--- src/rtl/ucp_param.sv ---
// ucp_param: parametrised multicycle processing unit.
// Fetches {opcode, imm} words from an external program memory and executes
// them on registers X, Y (accumulator) and Z through an add/sub/avg unit.
// Every instruction takes a FETCH cycle followed by an EXEC cycle.
// Optional build macro UCP_AVG_ROUND_EN: AVG rounds half up instead of truncating.
module ucp_param #(
  parameter int WIDTH    = 4,
  parameter int PROG_LEN = 6,
  parameter int PC_W     = 4
) (
  input  logic             clk,
  input  logic             rst,
  input  logic             start,
  input  logic [WIDTH+2:0] instr,
  output logic [PC_W-1:0]  pc,
  output logic [2:0]       opcode,
  output logic [WIDTH-1:0] outx,
  output logic [WIDTH-1:0] outy,
  output logic [WIDTH-1:0] out,
  output logic             carry,
  output logic             zero,
  output logic             busy,
  output logic             halted
);

  typedef enum logic [1:0] {
    S_IDLE  = 2'd0,
    S_FETCH = 2'd1,
    S_EXEC  = 2'd2,
    S_HALT  = 2'd3
  } state_t;

  localparam logic [2:0] OP_NOP = 3'b000;
  localparam logic [2:0] OP_LDX = 3'b001;
  localparam logic [2:0] OP_LDY = 3'b010;
  localparam logic [2:0] OP_ADD = 3'b011;
  localparam logic [2:0] OP_SUB = 3'b100;
  localparam logic [2:0] OP_AVG = 3'b101;
  localparam logic [2:0] OP_STZ = 3'b110;
  localparam logic [2:0] OP_HLT = 3'b111;

  state_t            state_r, state_s;
  logic [PC_W-1:0]   pc_r, pc_s, pc_inc_s;
  logic [WIDTH+2:0]  ir_r, ir_s;
  logic [WIDTH-1:0]  x_r, x_s, y_r, y_s, z_r, z_s;
  logic              carry_r, carry_s, zero_r, zero_s;
  logic              busy_r, busy_s, halted_r, halted_s;

  logic [2:0]        ir_op_s;
  logic [WIDTH-1:0]  imm_s;
  logic [WIDTH:0]    sum_s, diff_s, avg_sum_s;

  assign ir_op_s = ir_r[WIDTH+2:WIDTH];
  assign imm_s   = ir_r[WIDTH-1:0];

  // Arithmetic unit: full-width sum and difference, the extra bit is carry/borrow.
  always_comb begin
    sum_s  = {1'b0, x_r} + {1'b0, y_r};
    diff_s = {1'b0, y_r} - {1'b0, x_r};
`ifdef UCP_AVG_ROUND_EN
    avg_sum_s = sum_s + {{WIDTH{1'b0}}, 1'b1};
`else
    avg_sum_s = sum_s;
`endif
    if (pc_r == PC_W'(PROG_LEN - 1)) begin
      pc_inc_s = {PC_W{1'b0}};
    end else begin
      pc_inc_s = pc_r + PC_W'(1);
    end
  end

  // Next-state and datapath update: everything holds unless the current state changes it.
  always_comb begin
    state_s = state_r;
    pc_s    = pc_r;
    ir_s    = ir_r;
    x_s     = x_r;
    y_s     = y_r;
    z_s     = z_r;
    carry_s = carry_r;
    zero_s  = zero_r;
    case (state_r)
      S_IDLE: begin
        if (start) begin
          state_s = S_FETCH;
        end else begin
          state_s = S_IDLE;
        end
      end
      S_FETCH: begin
        ir_s    = instr;
        state_s = S_EXEC;
      end
      S_EXEC: begin
        state_s = S_FETCH;
        pc_s    = pc_inc_s;
        case (ir_op_s)
          OP_NOP: x_s = x_r;
          OP_LDX: x_s = imm_s;
          OP_LDY: y_s = imm_s;
          OP_ADD: begin
            {carry_s, y_s} = sum_s;
            zero_s = (sum_s[WIDTH-1:0] == {WIDTH{1'b0}});
          end
          OP_SUB: begin
            y_s     = diff_s[WIDTH-1:0];
            carry_s = diff_s[WIDTH];
            zero_s  = (diff_s[WIDTH-1:0] == {WIDTH{1'b0}});
          end
          OP_AVG: begin
            y_s     = avg_sum_s[WIDTH:1];
            carry_s = 1'b0;
            zero_s  = (avg_sum_s[WIDTH:1] == {WIDTH{1'b0}});
          end
          OP_STZ: z_s = y_r;
          OP_HLT: begin
            state_s = S_HALT;
            pc_s    = pc_r;
          end
          default: state_s = S_FETCH;
        endcase
      end
      S_HALT: begin
        if (start) begin
          pc_s    = {PC_W{1'b0}};
          state_s = S_FETCH;
        end else begin
          state_s = S_HALT;
        end
      end
      default: state_s = S_IDLE;
    endcase
    busy_s   = (state_s == S_FETCH) || (state_s == S_EXEC);
    halted_s = (state_s == S_HALT);
  end

  // State and datapath registers; reset wins over every state and discards the in-flight instruction.
  always_ff @(posedge clk) begin
    if (rst) begin
      state_r  <= S_IDLE;
      pc_r     <= {PC_W{1'b0}};
      ir_r     <= {(WIDTH+3){1'b0}};
      x_r      <= {WIDTH{1'b0}};
      y_r      <= {WIDTH{1'b0}};
      z_r      <= {WIDTH{1'b0}};
      carry_r  <= 1'b0;
      zero_r   <= 1'b0;
      busy_r   <= 1'b0;
      halted_r <= 1'b0;
    end else begin
      state_r  <= state_s;
      pc_r     <= pc_s;
      ir_r     <= ir_s;
      x_r      <= x_s;
      y_r      <= y_s;
      z_r      <= z_s;
      carry_r  <= carry_s;
      zero_r   <= zero_s;
      busy_r   <= busy_s;
      halted_r <= halted_s;
    end
  end

  assign pc     = pc_r;
  assign opcode = ir_op_s;
  assign outx   = x_r;
  assign outy   = y_r;
  assign out    = z_r;
  assign carry  = carry_r;
  assign zero   = zero_r;
  assign busy   = busy_r;
  assign halted = halted_r;

endmodule
--- config.mk ---
export PLATFORM = sky130hd
export DESIGN_NAME = ucp_param
export DESIGN_NICKNAME = d
export VERILOG_FILES = /design/src/rtl/ucp_param.sv
export SDC_FILE = /design/constraint.sdc
export NUM_CORES = 1
export LEC_CHECK = 0
export BUFFER_PORTS_ARGS = -buffer_cell sky130_fd_sc_hd__buf_2
export CORE_UTILIZATION = 29
export DETAILED_ROUTE_END_ITERATION = 8
export GPL_TIMING_DRIVEN = 0
export PLACE_DENSITY_LB_ADDON = 0.08
export SLEW_MARGIN = 20
export SYNTH_ARGS = -nofsm -noshare
export SYNTH_HDL_FRONTEND = slang
export SYNTH_SLANG_ARGS = --single-unit
export TNS_END_PERCENT = 5
--- constraint.sdc ---
create_clock -name clk -period 4.6 [get_ports clk]
set_input_delay 0.23 -clock clk [delete_from_list [all_inputs] [get_ports clk]]
set_output_delay 0.23 -clock clk [all_outputs]
set_load 0.02 [all_outputs]
**After elaboration in Yosys (flattened, before gate mapping)**

Cells that the tools add are included.

- Add/subtract/negate cells: 3
- Multipliers: 0
- Div/mod/pow operators: 0
- $lt $le $gt $ge: 0
- Equal/unequal tests: 16
- Shift operators: 0
- Multiplexer cells: 11
- Bitwise logic cells: 0
- Reductions and logical operators: 13

Operator list:

| cell | count |
|---|---|
| $pmux W4 S4 | 1 |
| $eq A3 B3 Y1 const B | 4 |
| $logic_not A4 Y1 | 3 |
| $mux W4 | 3 |
| $eq A2 B2 Y1 const B | 4 |
| $pmux W2 S4 | 1 |
| $pmux W4 S2 | 1 |
| $reduce_and A2 Y1 | 4 |
| $eq A3 B2 Y1 const B | 2 |
| $pmux W1 S3 | 2 |
| $add A4 B4 Y5 | 1 |
| $sub A4 B4 Y5 | 1 |
| $add A4 B1 Y4 const B | 1 |
| $eq A2 B1 Y1 const B | 2 |
| $eq A4 B3 Y1 const B | 1 |
| $mux W2 | 2 |
| $ne A2 B2 Y1 const B | 2 |
| $reduce_bool A4 Y1 | 1 |
| $eq A3 B1 Y1 const B | 1 |
| $reduce_and A3 Y1 | 1 |
| $reduce_bool A3 Y1 | 1 |
| $logic_not A2 Y1 | 1 |
| $reduce_bool A2 Y1 | 1 |
| $logic_or A1 B1 Y1 | 1 |
| $mux W1 | 1 |

- Bits in registers: 29
- Bits in latches: 0
- Bits in writable memories: 0
- Bits in read-only memories: 0
- Input port bits: 10
- Output and inout port bits: 23
- Word-level logic and storage cells: 53
- Memories: 0

**Depth between registers and ports, before layout**

- Depth in word-level cells: 5
- Depth in mapped cells: 8
- Depth with buffers taken out: 8

**Worst setup path before layout**

OpenSTA, ideal clock, no wires.

- Kind: register to register
- Start point: reg x_r[0], in the netlist outx[0]
- End point: reg carry_r, in the netlist carry
- Setup time: 0.086 ns
- Arrival time: 1.910 ns
- Data required time: 4.514 ns
- Setup slack: 2.605 ns
- Stages on the path, launching flop included: 8
- Path buffers: 0
- Clock period less this slack: 1.995 ns
- Cells stage by stage: dfxtp_1 > ha_1 > inv_1 > fa_1 > a21o_1 > a2111oi_0 > a21oi_1 > a211oi_1

- Cells in the longest elaborated chain, start to end: 2
- Elaborated cells on any way between the ends: 3
- Classes of those cells: add/sub: 2; mux: 1

RTL lines:

| element | line | source |
|---|---|---|
| start: declaration | 45 | `logic [WIDTH-1:0] x_r, x_s, y_r, y_s, z_r, z_s;` |
| start signal: assignment | 143 | `x_r <= {WIDTH{1'b0}};` |
| start signal: assignment | 154 | `x_r <= x_s;` |
| $sub A4 B4 Y5 or $add A4 B4 Y5 (tied branches) | 59, 58 |  |
| $pmux W1 S3 (*) | 97 | `case (ir_op_s)` |
| end signal: assignment | 157 | `carry_r <= carry_s;` |
| end: declaration | 46 | `logic carry_r, carry_s, zero_r, zero_s;` |

Mark *: on every way between the ends. The rest lies on a longest branch, timed or not.
A chain may end at the register's enable or synchronous reset.

**Worst setup path in the final report**

Same ends and word-level chain as after synthesis.

==> metrics.md <==
| Metric | Value |
|---|---|
| Status | finished clean |
| Seq/Total Area, Yosys | 34.4% |
| P&R area growth vs syn | 18.9% |
| Setup bufs post-CTS | 0 |
| Final HPWL DP | 3210 um |
| Post-DR vias/cell | 4.83 |
| Worst Hold Path Cells | 3 |
| Final Setup Violations | 0 |
| Maximum fanout along the worst path | 4 |
| Ports | 33 |
| Most used DFF post-synth | dfxtp_1 |
| Share of post-route cells with drive strength above 1 | 22.7% |
| Clk_skew | 6.13 ps |
| Power, Total | 0.521 mW |
| Die footprint | 6120 sq um |
| FF-to-FF setup slack | 2470 ps |
| Fin worst setup slack | 2470 ps |
| Fraction of registers with async set/reset | 0% |
| Core ar. | 5540 sq um |
| Routability congestion estimate | 0.780 |
| Largest net degree at the start of global routing | 11 |
| RSZ-0062 raised after global routing | no |
| Hold violation count in the final report | 0 |
| P_leak | 0.920 nW |
| Max-slew headroom | 59.1% |
| WP data arrival | 2310 ps |
| Die W | between 70 and 80 um |
| Final core occ | 36.2% |
| Initial Util | 30.4% |
| Residual DRC | 0 |
| Final period util | 46.2% |
| Slew @ Worst Pin | about 610 ps |
| Required time worst endpoint | 4790 ps |
| Routed len/inst | between 10 and 15 um |
| Number of nets in the layout | ~260 |
| Reg clk slew, reported paths | 60 ps |
| Setup CP Type | flip-flop to flip-flop |
| TritonCTS clock tree | built |
| Most common cell after layout, fill and taps aside | buf_2 |
| PwrDens | about 260 nW/um^2 |
| Hold Path End | ir_r[4] |
| Clock Sinks | 29 |
| Height of the die | 78.2 um |
| Setup TNS Final | 0 ps |
| DRT Wirelength | 4200 um |
| CTS Hold Bufs | 0 |
| GRT Residual Overflow | 0 |
| # fillers | 616 |
| Startpoint types | flip-flop |
| Peak supply drop | about 140 uV |
| Routed Antenna Nets | 0 |
| Ant diodes | 0 |
| CTS buffer count | 5 |
| Hold Crit Class | input port to flip-flop |
| Origin of the worst min-delay path | instr[4] |
| FF+latch count, synth | 29 |
| Synthesized area per cell | between 8 and 9 sq um |
| Worst skew pair latency | around 270 ps |
| Yosys Warn Count | 0 |
| H-Tree Depth | 2 |
| R2R Path End | carry |
| Final min period | about 2100 ps |
| Number of port buffers | 31 |
| Mapped Nets | 219 |
| Worst-case clock buffer depth | 2 |
| Max cap viols | 0 |
| Most frequent cells in the layout | buf_2, nor2_1, dfxtp_1 |
| Library cells used by synthesis | 44 |
| Synthesized area | ~1700 sq um |
| Initial antenna violation count | 0 |
| # resized after CTS | 0 |
| Reg2Reg Depth | 7 |
| Vias in the first global route | 1,339 |
| Site Rows | 27 |
| Clock root buffer | clkbuf_8 |
| Number of synthesized flops with an enable pin | 0 |
| Initial DRC Count | 85 |
| Gate Count Post-Synth | 196 |
| Critical path endpoint category | flip-flop |
| Drt pass-1 iters | 4 |
| Vias | 1,472 |
| Fmax | 471 MHz |
| R2R Path Start | outx[0] |
| Slew Limit Fails | 0 |
| First-pass GRT wire length | 6780 um |
| GRT Util Overall | 14.5% |
| Pre-CTS setup slack | between 2000 and 3000 ps |
-- critical path: stages, from the launching register on --
cell	delay, ps
dfxtp_1	420
ha_1	200
inv_1	50
fa_1	400
a21o_1	200
a2111oi_0	430
a21oi_1	90
a211oi_1	240
-- state kept, by name, summed over array words and instances (netlist names) --
name     cells
busy         1
carry        1
halted       1
ir_r         7
out          4
outx         4
outy         4
pc           4
state_r      2
zero         1
-- cell type report --
cell class | count | area, sq um | area share [%]
Tap cell | 72 | 90.1 | 4.49
Clock inverter | 1 | 5.00 | 0.250
Timing Repair Buffer | 31 | 155 | 7.74
Inverter | 12 | 45.0 | 2.25
Sequential cell | 29 | 581 | 29.0
Multi-Input combinational cell | 142 | 985 | 49.1
Clock buffer | 5 | 68.8 | 3.43
Buffer | 13 | 75.1 | 3.75
-- layer usage --
layer | up-vias | routed length [um] | global-route usage (%)
met5 | - | 0 | 0
met3 | 4 | 223 | 3.26
met4 | 0 | 28 | 3.89
met2 | 42 | 1800 | 22.1
met1 | 679 | 2150 | 20.5
li1 | 747 | - | -
-- Yosys cell counts (2+ instances only) --
cell      instances  share of area [%]
nor2_1           30                6.7
dfxtp_1          29                 34
mux2i_1          15                8.9
a21oi_1          12                3.6
ha_1             11                8.2
inv_1            11                2.4
nand2_1           9                2.0
nor2b_1           8                3.0
nand2b_1          7                2.6
buf_2             6                1.8
o21ai_0           6                1.8
nand3_1           4                1.2
buf_4             3                1.3
clkbuf_1          3               0.67
o22ai_1           3                1.1
xnor2_1           3                1.6
a211oi_1          2               0.89
a21o_1            2               0.89
a31oi_1           2               0.74
fa_1              2                2.4
nor3_1            2               0.59
o211a_1           2                1.2
or3_1             2               0.74
xor2_1            2                1.0
-- how the worst max path moves through the flow --
| stage | from | endpoint |
|---|---|---|
| finish | outx[0] | carry |
| detailed placement | outx[0] | carry |
| global route | outx[0] | carry |
| CTS | outx[0] | carry |
| global placement | outx[0] | carry |
| floorplan | outx[0] | carry |
-- cell families after synthesis --
kind of cell / count (synthesis) / share of synthesized area (%)
buffers and inverters: 25 / 7.13
multiplexers: 15 / 8.91
flip-flops: 29 / 34.4
AO/OA/AOI/OAI: 37 / 14.0
AND/OR/NAND/NOR: 72 / 22.4
adder cells (fa/ha/maj): 13 / 10.5
XOR/XNOR: 5 / 2.60
-- power breakdown --
part           switching, mW  internal [mW]
Clock                 0.0916         0.0992
Sequential           0.00842          0.258
Combinational         0.0372         0.0265
-- metrics by stage --
step	std cells	hold WS (ps)	instance area [sq um]
after floorplan	196	374	1690
after global placement	299	469	1930
final	305	190	2000
after global routing	305	214	2000
after detailed placement	299	473	1930
after CTS	305	185	2000
No activity file was read; power rests on OpenSTA's default activity.
